===== config.mk =====
export PLATFORM = sky130hd
export DESIGN_NAME = fb_port_arbiter
export DESIGN_NICKNAME = d
export VERILOG_FILES = /design/src/rtl/fb_port_arbiter.sv
export SDC_FILE = /design/constraint.sdc
export NUM_CORES = 1
export LEC_CHECK = 0
export BUFFER_PORTS_ARGS = -buffer_cell sky130_fd_sc_hd__buf_2
export CORE_ASPECT_RATIO = 1.75
export CORE_MARGIN = 2
export CORE_UTILIZATION = 35
export DETAILED_ROUTE_END_ITERATION = 16
export HOLD_SLACK_MARGIN = 0.05
export SYNTH_ARGS = -nofsm -noshare
export SYNTH_HDL_FRONTEND = slang
export SYNTH_SLANG_ARGS = --single-unit

===== constraint.sdc =====
create_clock -name clk -period 2.99 [get_ports clk]
set_input_delay 0.598 -clock clk [delete_from_list [all_inputs] [get_ports clk]]
set_output_delay 0.598 -clock clk [all_outputs]
set_load 0.005 [all_outputs]

===== src/rtl/fb_port_arbiter.sv =====
// ----------------------------------------------------------------------------
// fb_port_arbiter
//
// Purpose
//   Shares one single-port frame-buffer BRAM between the two camera write
//   streams (cam0, cam1) and the VGA pixel read stream. At most one access is
//   granted per cycle:
//     - VGA read always wins.
//     - The cameras share what is left round-robin.
//   cam1 addresses are offset by CAM1_BASE so each camera has its own half of
//   a split buffer. Read data comes back exactly two cycles after the request:
//   one cycle for the BRAM and one for the output register.
//   Each camera also has a debug counter of starve events. A starve event is
//   STARVE_MAX cycles spent waiting with valid high.
//
// Ports
//   clk               single clock for all logic and the BRAM port
//   rst               synchronous, active-high reset
//   cam0_valid        cam0 write request
//   cam0_addr         cam0 write address, frame-relative
//   cam0_data         cam0 pixel
//   cam0_ready        high in the cycle cam0 is granted (write taken)
//   cam1_*            same as cam0; address is offset by CAM1_BASE
//   vga_rd_req        VGA read request
//   vga_rd_addr       VGA read address, absolute
//   vga_rd_data       read data, held until the next valid read
//   vga_rd_valid      one-cycle pulse, two cycles after the granted request
//   mem_en/mem_we     BRAM enable / write enable
//   mem_addr          BRAM address, holds last value when idle
//   mem_wdata         BRAM write data, holds last value when idle
//   mem_rdata         BRAM read data (registered, 1-cycle latency)
//   starve_cnt0/1     saturating starve-event counters
// ----------------------------------------------------------------------------
module fb_port_arbiter #(
  parameter int ADDR_W     = 20,
  parameter int DATA_W     = 12,
  parameter int CAM1_BASE  = 307200,
  parameter int STARVE_MAX = 8
) (
  input  logic              clk,
  input  logic              rst,

  input  logic              cam0_valid,
  input  logic [ADDR_W-1:0] cam0_addr,
  input  logic [DATA_W-1:0] cam0_data,
  output logic              cam0_ready,

  input  logic              cam1_valid,
  input  logic [ADDR_W-1:0] cam1_addr,
  input  logic [DATA_W-1:0] cam1_data,
  output logic              cam1_ready,

  input  logic              vga_rd_req,
  input  logic [ADDR_W-1:0] vga_rd_addr,
  output logic [DATA_W-1:0] vga_rd_data,
  output logic              vga_rd_valid,

  output logic              mem_en,
  output logic              mem_we,
  output logic [ADDR_W-1:0] mem_addr,
  output logic [DATA_W-1:0] mem_wdata,
  input  logic [DATA_W-1:0] mem_rdata,

  output logic [7:0]        starve_cnt0,
  output logic [7:0]        starve_cnt1
);

  // Round-robin pointer between the cameras
  //   state   | meaning
  //   RR_CAM0 | cam0 wins if both cameras request in the same cycle
  //   RR_CAM1 | cam1 wins if both cameras request in the same cycle
  typedef enum logic {
    RR_CAM0 = 1'b0,
    RR_CAM1 = 1'b1
  } rr_e;

  localparam int                WAIT_W   = $clog2(STARVE_MAX + 1);
  localparam logic [WAIT_W-1:0] WAIT_TC  = WAIT_W'(STARVE_MAX - 1);
  localparam logic [ADDR_W-1:0] CAM1_OFS = ADDR_W'(CAM1_BASE);

  rr_e               rr_q, rr_d;
  logic              gnt_vga, gnt_cam0, gnt_cam1;
  logic [ADDR_W-1:0] addr_hold_q;
  logic [DATA_W-1:0] wdata_hold_q;
  logic              rd_pend_q;

  logic [1:0]        cam_valid, cam_gnt;
  logic [WAIT_W-1:0] wait_q   [2];
  logic [7:0]        starve_q [2];

  // --------------------------------------------------------------------------
  // Grant and next-pointer logic. Reset blocks all grants, so nothing is
  // written while rst is high.
  // --------------------------------------------------------------------------
  always_comb begin
    gnt_vga  = 1'b0;
    gnt_cam0 = 1'b0;
    gnt_cam1 = 1'b0;
    rr_d     = rr_q;

    if (!rst) begin
      if (vga_rd_req) begin
        gnt_vga = 1'b1;
      end else if (cam0_valid && cam1_valid) begin
        if (rr_q == RR_CAM0) gnt_cam0 = 1'b1;
        else                 gnt_cam1 = 1'b1;
      end else if (cam0_valid) begin
        gnt_cam0 = 1'b1;
      end else if (cam1_valid) begin
        gnt_cam1 = 1'b1;
      end
    end

    // The pointer only moves after a camera grant. After a grant it hands
    // priority to the camera that was not just served.
    if (gnt_cam0) rr_d = RR_CAM1;
    if (gnt_cam1) rr_d = RR_CAM0;
  end

  always_ff @(posedge clk) begin
    if (rst) rr_q <= RR_CAM0;
    else     rr_q <= rr_d;
  end

  assign cam0_ready = gnt_cam0;
  assign cam1_ready = gnt_cam1;

  // --------------------------------------------------------------------------
  // Memory port. The port is driven combinationally so that the BRAM samples
  // the request in the grant cycle. When idle, the port shows the hold
  // registers. Because those registers copy the port every cycle, address and
  // data stay at their last values until the next grant.
  // --------------------------------------------------------------------------
  always_comb begin
    mem_en    = gnt_vga | gnt_cam0 | gnt_cam1;
    mem_we    = gnt_cam0 | gnt_cam1;
    mem_addr  = addr_hold_q;
    mem_wdata = wdata_hold_q;

    if (gnt_vga) begin
      mem_addr  = vga_rd_addr;
    end else if (gnt_cam0) begin
      mem_addr  = cam0_addr;
      mem_wdata = cam0_data;
    end else if (gnt_cam1) begin
      // Wraps modulo 2**ADDR_W by design; no bounds check is made.
      mem_addr  = cam1_addr + CAM1_OFS;
      mem_wdata = cam1_data;
    end
  end

  always_ff @(posedge clk) begin
    if (rst) begin
      addr_hold_q  <= '0;
      wdata_hold_q <= '0;
    end else begin
      addr_hold_q  <= mem_addr;
      wdata_hold_q <= mem_wdata;
    end
  end

  // --------------------------------------------------------------------------
  // Read return. rd_pend_q tracks which BRAM output cycle carries VGA data.
  // The output register then adds the second cycle of latency. Reset clears
  // rd_pend_q, so a read that is in flight during reset is dropped.
  // --------------------------------------------------------------------------
  always_ff @(posedge clk) begin
    if (rst) begin
      rd_pend_q    <= 1'b0;
      vga_rd_valid <= 1'b0;
      vga_rd_data  <= '0;
    end else begin
      rd_pend_q    <= gnt_vga;
      vga_rd_valid <= rd_pend_q;
      if (rd_pend_q) vga_rd_data <= mem_rdata;
    end
  end

  // --------------------------------------------------------------------------
  // Starvation monitor, one instance per camera. These counters are for
  // debug only and never change the grant.
  // --------------------------------------------------------------------------
  assign cam_valid = {cam1_valid, cam0_valid};
  assign cam_gnt   = {gnt_cam1, gnt_cam0};

  always_ff @(posedge clk) begin
    if (rst) begin
      for (int i = 0; i < 2; i++) begin
        wait_q[i]   <= '0;
        starve_q[i] <= '0;
      end
    end else begin
      for (int i = 0; i < 2; i++) begin
        if (!cam_valid[i] || cam_gnt[i]) begin
          wait_q[i] <= '0;
        end else if (wait_q[i] == WAIT_TC) begin
          // This cycle is the STARVE_MAX-th consecutive wait.
          wait_q[i] <= '0;
          if (starve_q[i] != 8'hFF) starve_q[i] <= starve_q[i] + 8'd1;
        end else begin
          wait_q[i] <= wait_q[i] + 1'b1;
        end
      end
    end
  end

  assign starve_cnt0 = starve_q[0];
  assign starve_cnt1 = starve_q[1];

endmodule

Word-level counts from Yosys, hierarchy flattened
Memory sizes are Yosys's and may differ from the RTL's.
Index checks and enable logic that the tools add are counted.
Widths: inputs -> output; s select.

storage, ports and cells
  flip-flop bits (word level) = 47
  memory bits (writable) = 24
  input bits = 101
  output and inout port bits = 65
  word-level logic and storage cells = 95
  memories kept = 2

memory list
  name      words  bits a word  read ports  clocked after memory_dff  write ports  line  text
  starve_q  2      8            2           0                         2            89    logic [7:0] starve_q [2];
  wait_q    2      4            2           0                         2            88    logic [WAIT_W-1:0] wait_q [2];

cells by class
  add/sub/neg operators = 5
  equal/unequal tests = 4
  multiplexer cells = 61
  bitwise operators = 11
  reductions and logical operators = 6

operators with widths
  cell                    count
  $mux 20                 3
  $mux 1                  47
  $mux 12                 3
  $mux 4                  6
  $add 20x19->20 const B  1
  $add 8x1->8 const B     2
  $mux 8                  2
  $ne 8x8->1 const B      2
  $or 1x1->1              11
  $add 4x1->4 const B     2
  $eq 4x3->1 const B      2
  $logic_not 1->1         2
  $logic_or 1x1->1        2
  $reduce_or 2->1         1
  $logic_and 1x1->1       1

Longest topological paths before layout
Gate-level depths: netlist (run 1).

  word-level depth = 12
  gate-level depth with buffers = 7
  gate-level depth less buffers = 6

Worst setup path before layout (run 1)
Ideal clock, no wire load.

  path kind = in2out
  start point = input cam1_addr[12]
  end point = output mem_addr[18]
  arrival time = 1555 ps
  slack = 837 ps
  stages on the path = 6
  path buffers = 0
  cells stage by stage = inv_1 ha_1 nand2b_1 a21oi_1 mux2i_1 a311oi_1

on the way
  cells in the longest elaborated chain, start to end = 4

ends and longest elaborated chain
  element         line  text
  from (decl)     49    input logic [ADDR_W-1:0] cam1_addr,
  $add 20x19->20  147   mem_addr = cam1_addr + CAM1_OFS;
  $mux 20         145   end else if (gnt_cam1) begin
  $mux 20         142   end else if (gnt_cam0) begin
  $mux 20         140   if (gnt_vga) begin
  to (decl)       60    output logic [ADDR_W-1:0] mem_addr,

No other way between the ends.

Worst setup path after layout (run 1)
  start point = input rst
  end point = output mem_addr[18]

on the way
  cells in the longest elaborated chain, start to end = 4
  elaborated cells on any way between the ends = 6

ends and longest elaborated chain
  element      line  text
  from (decl)  41    input logic rst,
  $mux 1       101   if (!rst) begin
  $mux 20      145
  $mux 20      142
  $mux 20 (*)  140

Every way passes the cells marked *; elsewhere a longest branch is shown, timed or not.

==> results of run 1 <==
## cells in the mapped netlist (6+ instances only)
| master | number | area share (%) |
|---|---|---|
| buf_4 | 6 | 1.2 |
| dfxtp_1 | 47 | 26 |
| a211oi_1 | 10 | 2.0 |
| o221ai_1 | 13 | 3.1 |
| nand2b_1 | 6 | 1.0 |
| o22ai_1 | 17 | 2.9 |
| xor2_1 | 8 | 1.9 |
| edfxtp_1 | 24 | 20 |
| o21ai_0 | 15 | 2.0 |
| xnor2_1 | 10 | 2.4 |
| nand3_1 | 12 | 1.6 |
| nor3_1 | 16 | 2.2 |
| a21oi_1 | 7 | 0.95 |
| buf_2 | 11 | 1.5 |
| nand2_1 | 36 | 3.7 |
| nor2_1 | 82 | 8.4 |
| mux2i_1 | 15 | 4.1 |
| inv_1 | 7 | 0.71 |
## tightest hold or removal path, stage by stage (launching register included)
cell and delay, ns:
dfxtp_1 0.32, mux2i_1 0.06, nor2_1 0.07
## metal layers
metal  vias to the layer above  wire length (µm)  GRT usage [%]  part of all wire (%)
met5                         -                 0              0                     0
met4                         0               133          6.423                   1.2
met3                        11               856          5.188                   7.9
met2                       131              5799          35.03                    54
met1                      1681              4025          20.65                    37
li1                       1815                 -              -                     -
## state kept, by name, summed over array words and instances (netlist names)
signal	flops
wdata_hold_q	12
wait_q	8
addr_hold_q	20
rd_pend_q	1
vga_rd_valid	1
rr_q	1
starve_q	16
vga_rd_data	12
## final cells by class
class	instances	area, µm²
clock buffers	14	307.8
clock inverters	2	17.52
fillers	1006	5264
inverters	11	41.29
multi-input cells	316	1882
flip-flops and latches	71	1662
well taps	127	158.9
repair buffers	174	905.9
## report_power, final
part	switching, µW	leakage (µW)	internal, µW	total [µW]
clock network	403	0.000162	715	1120
registers	34.1	0.000636	1060	1090
logic	210	0.00144	194	404
## per-stage QoR
step | worst slack, ns | cell area (µm²) | util, % | hold WS (ns)
floorplan | 0.8366 | 3707 | - | 0.4850
global placement | 0.4133 | 4649 | 45.41 | 0.4701
detailed placement | 0.3669 | 4649 | 45.41 | 0.4829
CTS | 0.3598 | 4975 | 48.59 | 0.4882
global route | 0.1612 | 4975 | 48.59 | 0.5144
finish | 0.3575 | 4975 | 48.59 | 0.4908
## layout by cell type, fill, tap and decap left out, drive strengths merged, types with 3 or more instances in the layout
cell type,Yosys,final
ha,5,5
a311oi,3,3
nor2,83,83
nor2b,5,5
nor3,16,16
a21oi,8,8
inv,11,11
nand4,4,4
dfxtp,47,47
conb,1,8
nand2,36,36
nand3,12,12
edfxtp,24,24
xor2,8,8
xnor2,10,10
o221ai,14,14
nand3b,3,3
nor4,3,3
o22ai,17,17
nand2b,6,6
o21a,3,3
a211oi,10,10
mux2i,15,15
a31oi,4,4
clkbuf,3,14
buf,20,174
o21ai,17,17
## logic make-up (layout without fill, tap and decap cells)
group,Yosys count,count (layout),synth area share [%]
buffers and inverters,34,201,4.453
XOR/XNOR,18,18,4.283
flip-flops,71,71,45.14
other,1,8,0.1019
multiplexers,16,16,4.385
AO/OA/AOI/OAI,90,90,17.91
adder cells (fa/ha/maj),5,5,1.700
AND/OR/NAND/NOR,179,179,22.03
## worst min path at each step
stage                                 from                     endpoint  depth (start not counted)
2_1_floorplan  vga_rd_data[0]$_SDFFE_PP0P_  vga_rd_data[0]$_SDFFE_PP0P_                          2
3_3_place_gp   vga_rd_data[4]$_SDFFE_PP0P_  vga_rd_data[4]$_SDFFE_PP0P_                          2
3_5_place_dp   vga_rd_data[4]$_SDFFE_PP0P_  vga_rd_data[4]$_SDFFE_PP0P_                          2
4_1_cts                    vga_rd_addr[14]   addr_hold_q[14]$_SDFF_PP0_                          3
5_1_grt                       mem_rdata[0]  vga_rd_data[0]$_SDFFE_PP0P_                          3
6_report       vga_rd_data[3]$_SDFFE_PP0P_  vga_rd_data[3]$_SDFFE_PP0P_                          2
==> metrics, run 1 <==
worst vdd ir=0.3481 mV; Worst path slowest cell=a311oi_1; Port Buf Inserts=165; Final Max Tran Viols=0; critical path endpoint category=primary output; P_leak=approximately 0.0022 µW; global-route wire length before repair=16.84 mm; Wirelength per Cell=approximately 15 µm; CTS tree=built; Setup TNS Final=0 ns; Final HPWL DP=~8.5 mm; Residual DRC=0; worst slew pin tran=0.7285 ns; Rows=slightly below 50; critical path capture point=mem_addr[18]; routability cong.=between 0.8 and 0.9; final wirelength=10.82 mm; Slew headroom=about half; worst skew pair latency=0.33 ns; Num Clock Sinks=71; area delta synth->final=35.15%; Seq/Total Area, Yosys=45.14%; clock buffer depth=2; detail-routed via count per cell=5.088; 1st-pass router iterations=4; Buf/Inv on CP=4; reg2reg start=starve_q[0][0]$_SDFFCE_PN0P_; Tcrit/Tclk final=roughly nine tenths; crit path DAT=approximately 2.0 ns; Non-Filler Instances=roughly 720; Final setup viols=0; core footprint=0.01024 mm²; Pwr Density=between 500 and 600 mW/mm²; Tot Pwr=2611 µW; diode count=0; Cell Chain, Critical Path=buf_2 > inv_2 > nand2_1 > inv_1 > nand2_1 > a311oi_1 > buf_2; chip height=~140 µm; Netlist cell types=between 50 and 60; pin count of the biggest net entering global routing=27; vias post-DR=between 3,000 and 4,000; reg2reg end=starve_q[0][12]$_SDFFCE_PN0P_; Syn Std Cell Area=~0.0037 mm²; post-cts gate resize count=0; placed cells=699; Iter 0 DRT Violations=around 160; crit path time final=2.633 ns; CP Launch Type=primary input; IO Count=around 170; Routed Antenna Nets=0; Final Hold Viols=0; clock root buffer master=clkbuf_16; Post-synth EDFFs=24; vias in the first global route=3,526; share of cells above drive strength 1=about a third; H-tree Lvls=3; global route total overflow=0; Clock Skews=around 0.0038 ns; worst hold path class=reg2reg; chip width=just over 80 µm; Global Route Usage Sum=around a fifth; Max Cap Viol=0; Yosys warnings=0; post-CTS setup buffers=0; worst-case reg-to-reg path depth=5; Yosys reg bits=71; status=finished, final reports clean; Gate Count Post-Synth=414; slowest stage delay, CP=approximately 0.32 ns; Starting Density=about 36%; Critical path origin=rst; maximum fanout along the worst path=11; R2R setup slack=around 1.1 ns; ys async rst share=0%; initial antenna violation count=0; RSZ-0062 raised after global routing=false; Fmax achieved=around 380 MHz; crit path kind=in2out; CTS Buf Count=9; CTS hold repair buffers=0; Reg clk slew, reported paths=about 0.060 ns; Worst EP required=2.39 ns; dominant synthesized flop cell=dfxtp_1; critical path depth=7; Die ar.=0.01139 mm²; Synth Area per Inst=8.891 µm²; Layout Nets=689; Worst path top cell family by delay=buffers and inverters
Note: power is estimated with default switching activity, not from simulation.
==> run 2: changes to the inputs <==
--- a/config.mk
+++ b/config.mk
@@ -6,10 +6,11 @@
 export NUM_CORES = 1
 export LEC_CHECK = 0
 export BUFFER_PORTS_ARGS = -buffer_cell sky130_fd_sc_hd__buf_2
-export CORE_ASPECT_RATIO = 1.75
+export CORE_ASPECT_RATIO = 0.5
 export CORE_MARGIN = 2
 export CORE_UTILIZATION = 35
 export DETAILED_ROUTE_END_ITERATION = 16
+export GPL_TIMING_DRIVEN = 0
 export HOLD_SLACK_MARGIN = 0.05
 export SYNTH_ARGS = -nofsm -noshare
 export SYNTH_HDL_FRONTEND = slang
==> run 2 against run 1 <==
Compared with the run above:
- combinational power is essentially flat
- critical path depth up 1
- hold slack worse by 0.0078 ns
- die area is 0.15% higher
- via count up 0.82%
- core utilization grew 0.62 points
- flip-flop and latch count stayed put
- clock power about the same
- largest cell class unchanged
- wire length down 5.7%
==> metrics, run 2 (same netlist as run 1, synthesis figures left out) <==
vias post-DR=between 3,000 and 4,000; vias in the first global route=between 3,000 and 4,000; switching power of the nets=around 650 µW; Layout Nets=between 700 and 800; status=finished, final reports clean; worst slew pin tran=roughly 1.1 ns; Sw Ratio=between 20% and 30%; Clock Skews=approximately 0.0059 ns; P_leak=around 0.0022 µW; Wirelength per Cell=roughly 14 µm; Biggest register=addr_hold_q; core footprint=between 0.01 and 0.015 mm²; Reg clk slew, reported paths=0.05 ns; Residual DRC=0; crit path DAT=roughly 2 ns; Combinational Power Share=roughly 16%; leading registers by flop count=addr_hold_q (20), starve_q (16); Rows=26; final wirelength=around 10 mm; RSZ-0062 raised after global routing=false; detail-routed via count per cell=about 5; Final HPWL DP=around 8 mm; critical path endpoint category=primary output; share of cells above drive strength 1=between 30% and 40%; CP Launch Type=primary input; routability cong.=between 0.8 and 0.9; Starting Density=a little over a third; CTS tree=built; Met1 Routed Length=approximately 4.6 mm; area delta synth->final=36.54%; Tcrit/Tclk final=between 80% and 90%; clock root buffer master=clkbuf_16; chip height=about 77 µm; Final setup viols=0; met2 wire len=between 4 and 5 mm; maximum fanout along the worst path=4; clock share of power=between 40% and 50%; CTS Buf Count=9; Final Max Tran Viols=0; Sequential Power Share=roughly 41%; worst hold path class=reg2reg; Fmax achieved=389.8 MHz; clock buffer depth=2; Num Clock Sinks=71; pin count of the biggest net entering global routing=14; Tot Pwr=2634 µW; 1st-pass router iterations=4; Slew headroom=between 20 and 30%; global route total overflow=0; Setup TNS Final=0 ns; Port Buf Inserts=around 160; Die ar.=between 0.01 and 0.015 mm²; Layout Utilization=about half; Top Metal Used=met4; Pwr Density=between 500 and 600 mW/mm²; Worst EP required=about 2.4 ns; internal power=~2000 µW; CTS hold repair buffers=0; global-route wire length before repair=~16 mm; IO Count=between 150 and 200; diode count=0; post-CTS setup buffers=0; crit path time final=between 2 and 3 ns; Max Cap Viol=0; H-tree Lvls=3; most frequent cells in the layout=175 x buf_2, 82 x nor2_1, 47 x dfxtp_1, 36 x nand2_1, 24 x edfxtp_1; Iter 0 DRT Violations=around 210; Final Hold Viols=0; worst skew pair latency=between 0.3 and 0.4 ns; worst vdd ir=0.3151 mV; crit path kind=in2out; initial antenna violation count=0; Global Route Usage Sum=a little under a fifth; met3 WL=about 600 µm; chip width=roughly 150 µm; post-cts gate resize count=0; max reg flops=20; Routed Antenna Nets=0; commonest non-fill, non-tap cell in the layout=buf_2
## run 2: cell count changes in the layout (fill, tap and decap cells not counted), sizes merged
cell | before | now
buf | 174 | 184
clkinvlp | 0 | 3
bufinv | 0 | 2
clkbuf | 14 | 12
## run 2: final timing paths
kind                           startpoint                             to  slack, ns  cells after the start
max                         cam1_addr[12]                   mem_addr[18]       0.42                      8
min           vga_rd_data[3]$_SDFFE_PP0P_    vga_rd_data[3]$_SDFFE_PP0P_       0.48                      2
max reg2reg  starve_q[0][8]$_SDFFCE_PN0P_  starve_q[0][10]$_SDFFCE_PN0P_       0.83                      4
min reg2reg   vga_rd_data[3]$_SDFFE_PP0P_    vga_rd_data[3]$_SDFFE_PP0P_       0.48                      2
## run 2: layout make-up
type | count | area [µm²]
fill | 1021 | 5189
multi-input combinational | 316 | 1882
sequential | 71 | 1662
timing repair buffer | 164 | 820.8
clock buffer | 9 | 225.2
tap | 140 | 175.2
buffer | 23 | 122.6
clock inverter | 7 | 97.59
inverter | 11 | 41.29
## run 2: critical path: stages
cell      delay [ns]
buf_2           0.12
inv_1           0.07
ha_1            0.22
nand2b_1        0.19
a21oi_1         0.19
mux2i_1         0.12
a311oi_1        0.29
buf_2           0.17
## run 2: through the flow
stage               area, µm²  cells  hold slack, ns  setup slack (ns)
detailed placement       4703    725          0.4810            0.4258
CTS                      5026    741          0.4710            0.4199
global placement         4703    725          0.4704            0.4009
finish                   5026    741          0.4829            0.4245
global route             5026    741          0.4971            0.2705
floorplan                3707    421          0.4850            0.8366
## run 2: routing by layer
metal / vias to the layer above / track usage, %
li1: 1861 / -
met1: 1689 / 22.34
met2: 108 / 31.06
met3: 10 / 4.371
met4: 0 / 5.429
met5: - / 0
## run 2: power by group through the flow
stage / Combinational [µW] / Sequential, µW / Clock (µW)
after floorplan: 220 / 1100 / 0
after global placement: 407 / 1100 / 0
after detailed placement: 409 / 1100 / 0
after CTS: 411 / 1080 / 1180
after global routing: 460 / 1090 / 1220
final: 407 / 1080 / 1140
